==> config.mk <==
export PLATFORM = sky130hd
export DESIGN_NAME = nibble_serial_comparator_flat
export DESIGN_NICKNAME = d
export VERILOG_FILES = /design/src/rtl/nibble_serial_comparator_if.sv /design/src/rtl/nibble_serial_comparator.sv /design/src/flat_wrapper.sv
export SDC_FILE = /design/constraint.sdc
export NUM_CORES = 1
export LEC_CHECK = 0
export BUFFER_PORTS_ARGS = -buffer_cell sky130_fd_sc_hd__buf_2
export CAP_MARGIN = 20
export CORE_AREA = 2 2 139 73
export DETAILED_ROUTE_END_ITERATION = 10
export DIE_AREA = 0 0 141 75
export HOLD_SLACK_MARGIN = 0.12
export PLACE_DENSITY = 0.73
export SETUP_SLACK_MARGIN = 0.5
export SYNTH_ARGS = -nofsm -noshare
export SYNTH_HDL_FRONTEND = slang
export SYNTH_SLANG_ARGS = --single-unit
==> constraint.sdc <==
create_clock -name clk -period 3.4 [get_ports clk]
set_input_delay 0.68 -clock clk [delete_from_list [all_inputs] [get_ports clk]]
set_output_delay 0.68 -clock clk [all_outputs]
set_load 0.03 [all_outputs]
==> src/rtl/nibble_serial_comparator_if.sv <==
// Operand/result handshake bundle for the nibble-serial magnitude comparator.
// slave is the comparator side, master is the operand source / result consumer.
interface nibble_serial_comparator_if #(
  parameter int WIDTH = 32
);
  localparam int NIB  = WIDTH / 4;
  localparam int CNTW = $clog2(NIB) + 1;

  logic             in_valid;
  logic             in_ready;
  logic [WIDTH-1:0] X;
  logic [WIDTH-1:0] Y;
  logic             is_signed;
  logic             out_valid;
  logic             out_ready;
  logic             lt;
  logic             gt;
  logic             eq;
  logic [CNTW-1:0]  nib_count;

  modport slave (
    input  in_valid, X, Y, is_signed, out_ready,
    output in_ready, out_valid, lt, gt, eq, nib_count
  );

  modport master (
    output in_valid, X, Y, is_signed, out_ready,
    input  in_ready, out_valid, lt, gt, eq, nib_count
  );
endinterface

==> src/rtl/nibble_serial_comparator.sv <==
// Multi-cycle magnitude comparator: walks the operands one nibble per cycle,
// MSB first, and stops at the first nibble that differs.
module nibble_serial_comparator #(
  parameter int WIDTH = 32
) (
  input logic                      clk,
  input logic                      rst_n,
  nibble_serial_comparator_if.slave bus
);
  localparam int NIB  = WIDTH / 4;
  localparam int IDXW = (NIB > 1) ? $clog2(NIB) : 1;
  localparam int CNTW = $clog2(NIB) + 1;
  localparam logic [IDXW-1:0] LAST_IDX = IDXW'(NIB - 1);

  typedef enum logic [1:0] {IDLE, RUN, DONE} stateT;

  stateT            state;
  stateT            stateNext;
  logic [WIDTH-1:0] xReg;
  logic [WIDTH-1:0] yReg;
  logic             signedReg;
  logic [IDXW-1:0]  idx;
  logic [CNTW-1:0]  count;
  logic             ltReg;
  logic             gtReg;
  logic             eqReg;

  logic [3:0]       xNib;
  logic [3:0]       yNib;
  logic             decide;
  logic             decLt;
  logic             decGt;
  logic             decEq;

  // Only the top nibble can see a sign mismatch; once signs agree, unsigned ordering holds.
  always_comb begin
    stateNext = state;
    decide    = 1'b0;
    decLt     = 1'b0;
    decGt     = 1'b0;
    decEq     = 1'b0;
    xNib      = xReg[{idx, 2'b00} +: 4];
    yNib      = yReg[{idx, 2'b00} +: 4];
    case (state)
      IDLE: begin
        if (bus.in_valid) stateNext = RUN;
      end
      RUN: begin
        if (signedReg && (idx == LAST_IDX) && (xReg[WIDTH-1] != yReg[WIDTH-1])) begin
          decide = 1'b1;
          decLt  = xReg[WIDTH-1];
          decGt  = ~xReg[WIDTH-1];
        end else if (xNib != yNib) begin
          decide = 1'b1;
          decLt  = (xNib < yNib);
          decGt  = (xNib > yNib);
        end else if (idx == '0) begin
          decide = 1'b1;
          decEq  = 1'b1;
        end
        if (decide) stateNext = DONE;
      end
      DONE: begin
        if (bus.out_ready) stateNext = IDLE;
      end
      default: stateNext = IDLE;
    endcase
  end

  always_ff @(posedge clk or negedge rst_n) begin
    if (!rst_n) begin
      state     <= IDLE;
      xReg      <= '0;
      yReg      <= '0;
      signedReg <= 1'b0;
      idx       <= '0;
      count     <= '0;
      ltReg     <= 1'b0;
      gtReg     <= 1'b0;
      eqReg     <= 1'b0;
    end else begin
      state <= stateNext;
      case (state)
        IDLE: begin
          if (bus.in_valid) begin
            xReg      <= bus.X;
            yReg      <= bus.Y;
            signedReg <= bus.is_signed;
            idx       <= LAST_IDX;
            count     <= '0;
          end
        end
        RUN: begin
          count <= count + 1'b1;
          if (decide) begin
            ltReg <= decLt;
            gtReg <= decGt;
            eqReg <= decEq;
          end else begin
            idx <= idx - 1'b1;
          end
        end
        default: ;
      endcase
    end
  end

  assign bus.in_ready  = (state == IDLE);
  assign bus.out_valid = (state == DONE);
  assign bus.lt        = ltReg;
  assign bus.gt        = gtReg;
  assign bus.eq        = eqReg;
  assign bus.nib_count = count;
endmodule

==> src/flat_wrapper.sv <==
// flat-port wrapper written by rule: the top's interface ports become plain ports
module nibble_serial_comparator_flat 
#(
  parameter int WIDTH = 32
)
  (clk, rst_n, bus_in_valid, bus_X, bus_Y, bus_is_signed, bus_out_ready, bus_in_ready, bus_out_valid, bus_lt, bus_gt, bus_eq, bus_nib_count);
  nibble_serial_comparator_if #(.WIDTH(WIDTH)) bus_i ();
  input logic clk;
  input logic rst_n;
  input wire logic [$bits(bus_i.in_valid)-1:0] bus_in_valid;
  input wire logic [$bits(bus_i.X)-1:0] bus_X;
  input wire logic [$bits(bus_i.Y)-1:0] bus_Y;
  input wire logic [$bits(bus_i.is_signed)-1:0] bus_is_signed;
  input wire logic [$bits(bus_i.out_ready)-1:0] bus_out_ready;
  output wire logic [$bits(bus_i.in_ready)-1:0] bus_in_ready;
  output wire logic [$bits(bus_i.out_valid)-1:0] bus_out_valid;
  output wire logic [$bits(bus_i.lt)-1:0] bus_lt;
  output wire logic [$bits(bus_i.gt)-1:0] bus_gt;
  output wire logic [$bits(bus_i.eq)-1:0] bus_eq;
  output wire logic [$bits(bus_i.nib_count)-1:0] bus_nib_count;
  assign bus_i.in_valid = bus_in_valid;
  assign bus_i.X = bus_X;
  assign bus_i.Y = bus_Y;
  assign bus_i.is_signed = bus_is_signed;
  assign bus_i.out_ready = bus_out_ready;
  assign bus_in_ready = bus_i.in_ready;
  assign bus_out_valid = bus_i.out_valid;
  assign bus_lt = bus_i.lt;
  assign bus_gt = bus_i.gt;
  assign bus_eq = bus_i.eq;
  assign bus_nib_count = bus_i.nib_count;
  nibble_serial_comparator #(.WIDTH(WIDTH)) u_core (.clk(clk), .rst_n(rst_n), .bus(bus_i));
endmodule
; Word-level counts from Yosys, hierarchy flattened
; Index checks and enable logic that the tools add are counted.
[op_classes]
n_shift = 2
eq_ne = 9
n_addsub = 2
n_reduce_logical = 10
mux = 20
order_cmp = 2
bitwise_logic = 1
[op_table]
columns = op, n
row1 = variable part select 32 x 6 -> 4 bit, 2
row2 = 2-to-1 mux 1 bit, 11
row3 = case mux 4 bit (2 select lines), 1
row4 = 2-to-1 mux 2 bit, 3
row5 = 2-to-1 mux 3 bit, 2
row6 = "!= test 2 bit, second input constant", 3
row7 = case mux 2 bit (3 select lines), 1
row8 = case mux 3 bit (2 select lines), 1
row9 = AND reduction 2 bit, 3
row10 = AND reduction 3 bit, 2
row11 = "adder 4 x 1 -> 4 bit, second input constant", 1
row12 = greater-than comparator 4 bit, 1
row13 = < comparator 4 bit, 1
row14 = 2-to-1 mux 4 bit, 1
row15 = != test 4 bit, 1
row16 = "equality test 3 bit, second input constant", 1
row17 = zero test 3 bit, 1
row18 = "subtractor 3 x 1 -> 3 bit, second input constant", 1
row19 = "equality test 2 x 1 -> 1 bit, second input constant", 1
row20 = "equality test 2 bit, second input constant", 1
row21 = logical AND 1 bit, 2
row22 = zero test 2 bit, 1
row23 = "!= test 2 x 1 -> 1 bit, second input constant", 1
row24 = nonzero test 2 bit, 1
row25 = other kinds (2), 2
[word_totals]
wordCells = 55
ff_bits = 77

; Longest topological paths before layout
[depth]
ltp_word = 8
ltp_mapped = 10
ltp_nobuf = 8

; Worst setup path after synthesis
; No wires, ideal clock.
[synth_timing]
path_kind = flip-flop to flip-flop
startpoint = register u_core.idx[0]
endpoint = register u_core.idx[2]
path_buffers = 1
arrival_ns = 2.370
period_less_slack_ns = 2.448
setup_ns = 0.077
stages_incl_launch_ff = 10
slack_ns = 0.952
path_cell_list = dfrtp_1 -> buf_6 -> mux4_1 -> mux2_2 -> ha_1 -> nand4_2 -> a211oi_2 -> and2_4 -> nor3_1 -> a21oi_1
[synth_via]
elab_chain_len = 8
elab_cells_between_ends = 17
classes_between = add/sub: 1 / eq/ne: 3 / shift: 2 / mux: 7 / reduce/logical: 4
[synth_lines]
columns = item, line_no
row1 = from (decl), nibble_serial_comparator.sv:22  ; logic [IDXW-1:0] idx;
row2 = from (signal assigned), nibble_serial_comparator.sv:100  ; idx <= idx - 1'b1;
row3 = variable part select 32 x 6 -> 4 bit (tied with other cells), nibble_serial_comparator.sv:42  ; xNib = xReg[{idx, 2'b00} +: 4];
row4 = != test 4 bit (tied with other cells), nibble_serial_comparator.sv:53  ; end else if (xNib != yNib) begin
row5 = 2-to-1 mux 1 bit / logical AND 1 bit (equally long branches), "nibble_serial_comparator.sv:53, nibble_serial_comparator.sv:49"
row6 = 2-to-1 mux 1 bit, nibble_serial_comparator.sv:49  ; if (signedReg && (idx == LAST_IDX) && (xReg[WIDTH-1] != yReg[WIDTH-1])) begin
row7 = 2-to-1 mux 1 bit (2 in series), nibble_serial_comparator.sv:44  ; case (state)
row8 = != test 2 bit (no line), -
row9 = AND reduction 3 bit (no line), -
; Parallel ways exist; a longest one is shown, timed or not. The select of a mux whose other input is x is not followed.
; A chain may end at the register's enable or synchronous reset.

; Worst setup path after layout
[layout_timing]
startpoint = register u_core.idx[0]
endpoint = register u_core.idx[1]
; The elaborated chain is that of the path after synthesis.

==> flow_summary.toml <==
[sta]
maxSlewHeadroom_pct = 36.9
rsz0062_at_grt = "false"
finalSetupViolCount = 0
clock.fmax_mhz = 363
fin_ws_ns = 0.646
timing.final.hold_violations = 0
skew_ns = 0.00890
tightest_slew_ns = 0.946
setup_tns_ns = 0
slew_violations = 0
finalCritPeriodShare_pct = 81.0
fin_crit_ns = 2.75

[floorplanning]
num_rows = 25
ios = 78
start_util_pct = 39.7
die_w_um = 141
die-area_sq_um = 10600
core_sq_um = 9290
fp.dieH_um = 75

[cells_and_area]
multiInputGateArea_sq_um = 1630
area_growth_pct = 22.5
diodes = 0
seq_area_sq_um = 1930
final_area_sq_um = 4520
drive_gt1_share_pct = 55.8
fillers = 778
layout_common_cells = "76 x buf_2, 76 x dfrtp_1, 69 x mux2_2"
final_util_pct = 48.6
instances_no_fill = 456
nNetsFinal = 407

[clock_tree]
clk_path_buf_depth = 2
cts_max_level = 3
cts_sinks = 77
hold_buffers = 0
insertion_delay_ns = 0.33
cts_tree = "built"
cts_made_buffers = 9
path_clk_slew_ns = 0.06
cts.root.buffer_cell = "clkbuf_16"

[critical_path]
critPathSlowestCell = "mux4_1"
slowest_delay_ns = 0.59
cp_cell_sequence = "buf_12 -> mux4_1 -> mux2_2 -> ha_2 -> nand4_4 -> a211oi_4 -> and2_4 -> nor3_1 -> a21oi_1"
start_kind = "register"
critPathTopFamily = "multiplexers"
crit_type = "reg -> reg"
crit_required_ns = 3.65
crit_path_end_kind = "register"
crit_path_max_fanout = 15
cp_num_buf_inv = 1
crit_arrival_ns = 3.00

[logic_synthesis]
synth_area_sq_um = 3690
synth_nets = 324
ys_types = 30
ys_top_cells_by_area = "dfrtp_1 52%, mux2_2 21%, mux4_2 5.5%"
postSynthCellCount = 247
ys_seq_area_share_pct = 52.3
yosys_warnings = 0
ys_ff_latch = 77
yosys.area.top_type = "dfrtp_1"
postSynthAreaPerCell_sq_um = 14.9
netlist.area_leader.share_pct = 52.3

[detailed_routing]
dr.pass1.iters = 4
dr_total_vias = 2305
ant_nets = 0
drc = 0
post_drt_via_cell_ratio = 5.05
wl_per_cell_um = 17.0
first_iter_violations = 188
wl_mm = 7.76

[place]
place_inst = 435
dp_slack_ns = 0.516
numPortBuffers = 77
dp_hpwl_mm = 5.56
placed_area_sq_um = 4150
place_congestion = 0.782

[status]
status = "completed"

[power]
switching_share_pct = 33.1
pwr-share-comb_pct = 42.1
power.switching_w = 0.00150
power_density_nw_per_um2 = 1000
clockPowerShare_pct = 21.4
p_int_w = 0.00303
p_seq_share_pct = 36.5
p_leak_nw = 2.08
ir_worst_vdd_uv = 383

[grt]
grtUsageTotal_pct = 15.5
antenna_found_initial = 0
grt_pass1_vias = 2481
grt_pass1_wl_mm = 12.3
grt_max_degree = 78
overflow = 0

[run]
max-cap-violations = 0

[min_path]
hold_path_class = "in -> async"
==> cell type report <==
cell class                      instances  share of cell area [%]
Tap cell                              121                    3.35
Multi-Input combinational cell        151                    36.1
Inverter                                5                   0.416
Timing Repair Buffer                   86                    10.6
Clock inverter                          6                    1.55
Sequential cell                        77                    42.7
Clock buffer                           10                    5.29
==> cell usage after synthesis <==
cell type	n
mux2i_1	4
and3_1	1
inv_1	5
mux4_1	7
dfrtp_1	77
o21ai_0	8
nand2_1	11
buf_2	3
and2_1	1
nand3_1	3
nor2b_1	2
mux4_2	9
nand2b_1	3
mux2_2	69
nor3_1	3
ha_1	8
and2_4	1
a21boi_0	1
buf_6	10
o22ai_1	2
a211oi_2	1
a2bb2oi_1	1
a22oi_1	1
a21oi_1	5
nor2_1	4
xor2_1	3
nand4_2	1
a211oi_1	1
clkbuf_1	1
or2_2	1
==> worst paths after layout <==
check,start,to,slack (ns),cells past startpoint
worst max-delay path,u_core.idx[0],u_core.idx[1],0.65,9
worst min-delay path,rst_n,u_core.xReg[14],0.49,1
worst max register to register,u_core.idx[0],u_core.idx[1],0.65,9
worst min register to register,u_core.bus.gt,u_core.bus.gt,0.49,2
max in group asynchronous,rst_n,u_core.idx[0],2.23,1
min in group clk,u_core.bus.gt,u_core.bus.gt,0.49,2
==> logic make-up after synthesis <==
family / Yosys count / share of synthesized area, %
AOI/OAI and AO/OA: 20 / 3.29
xor gates and xnor gates: 3 / 0.713
adders and majority gates: 8 / 2.72
buffers and inverters: 19 / 4.07
DFF: 77 / 52.3
muxes: 89 / 32.7
and+or+nand+nor: 31 / 4.28
==> flip-flops by register name, indices dropped and copies added, names as in the netlist <==
name                  flops
u_core.bus.eq             1
u_core.bus.gt             1
u_core.bus.lt             1
u_core.bus.nib_count      4
u_core.idx                3
u_core.signedReg          1
u_core.state              2
u_core.xReg              32
u_core.yReg              32
==> layer usage <==
metal  up-vias  GRT usage [%]  wire [um]
li1       1078              -          -
met1      1167           17.8       3240
met2        51           27.9       4010
met3         9           5.60        410
met4         0           5.44        102
met5         -              0          0
==> stage by stage <==
stage | hold WS, ns | power, W
after floorplan | 0.384 | 0.00303
after global placement | 0.472 | 0.00331
after detailed placement | 0.485 | 0.00343
after CTS | 0.498 | 0.00445
after global routing | 0.521 | 0.00480
final | 0.490 | 0.00452
==> power groups by stage <==
stage                     Sequential, W  Clock (W)  Combinational (W)
after floorplan                 0.00157          0            0.00146
after global placement          0.00163          0            0.00168
after detailed placement        0.00166          0            0.00177
after CTS                       0.00165   0.000992            0.00180
after global routing            0.00171    0.00103            0.00207
final                           0.00165   0.000967            0.00190
==> timing repair <==
action,in CTS,in global routing
resized for setup,0,4
endpoints found under the setup margin,3,7
pin swaps,1,1
buffers inserted,0,5
No activity file was read; power rests on OpenSTA's default activity.
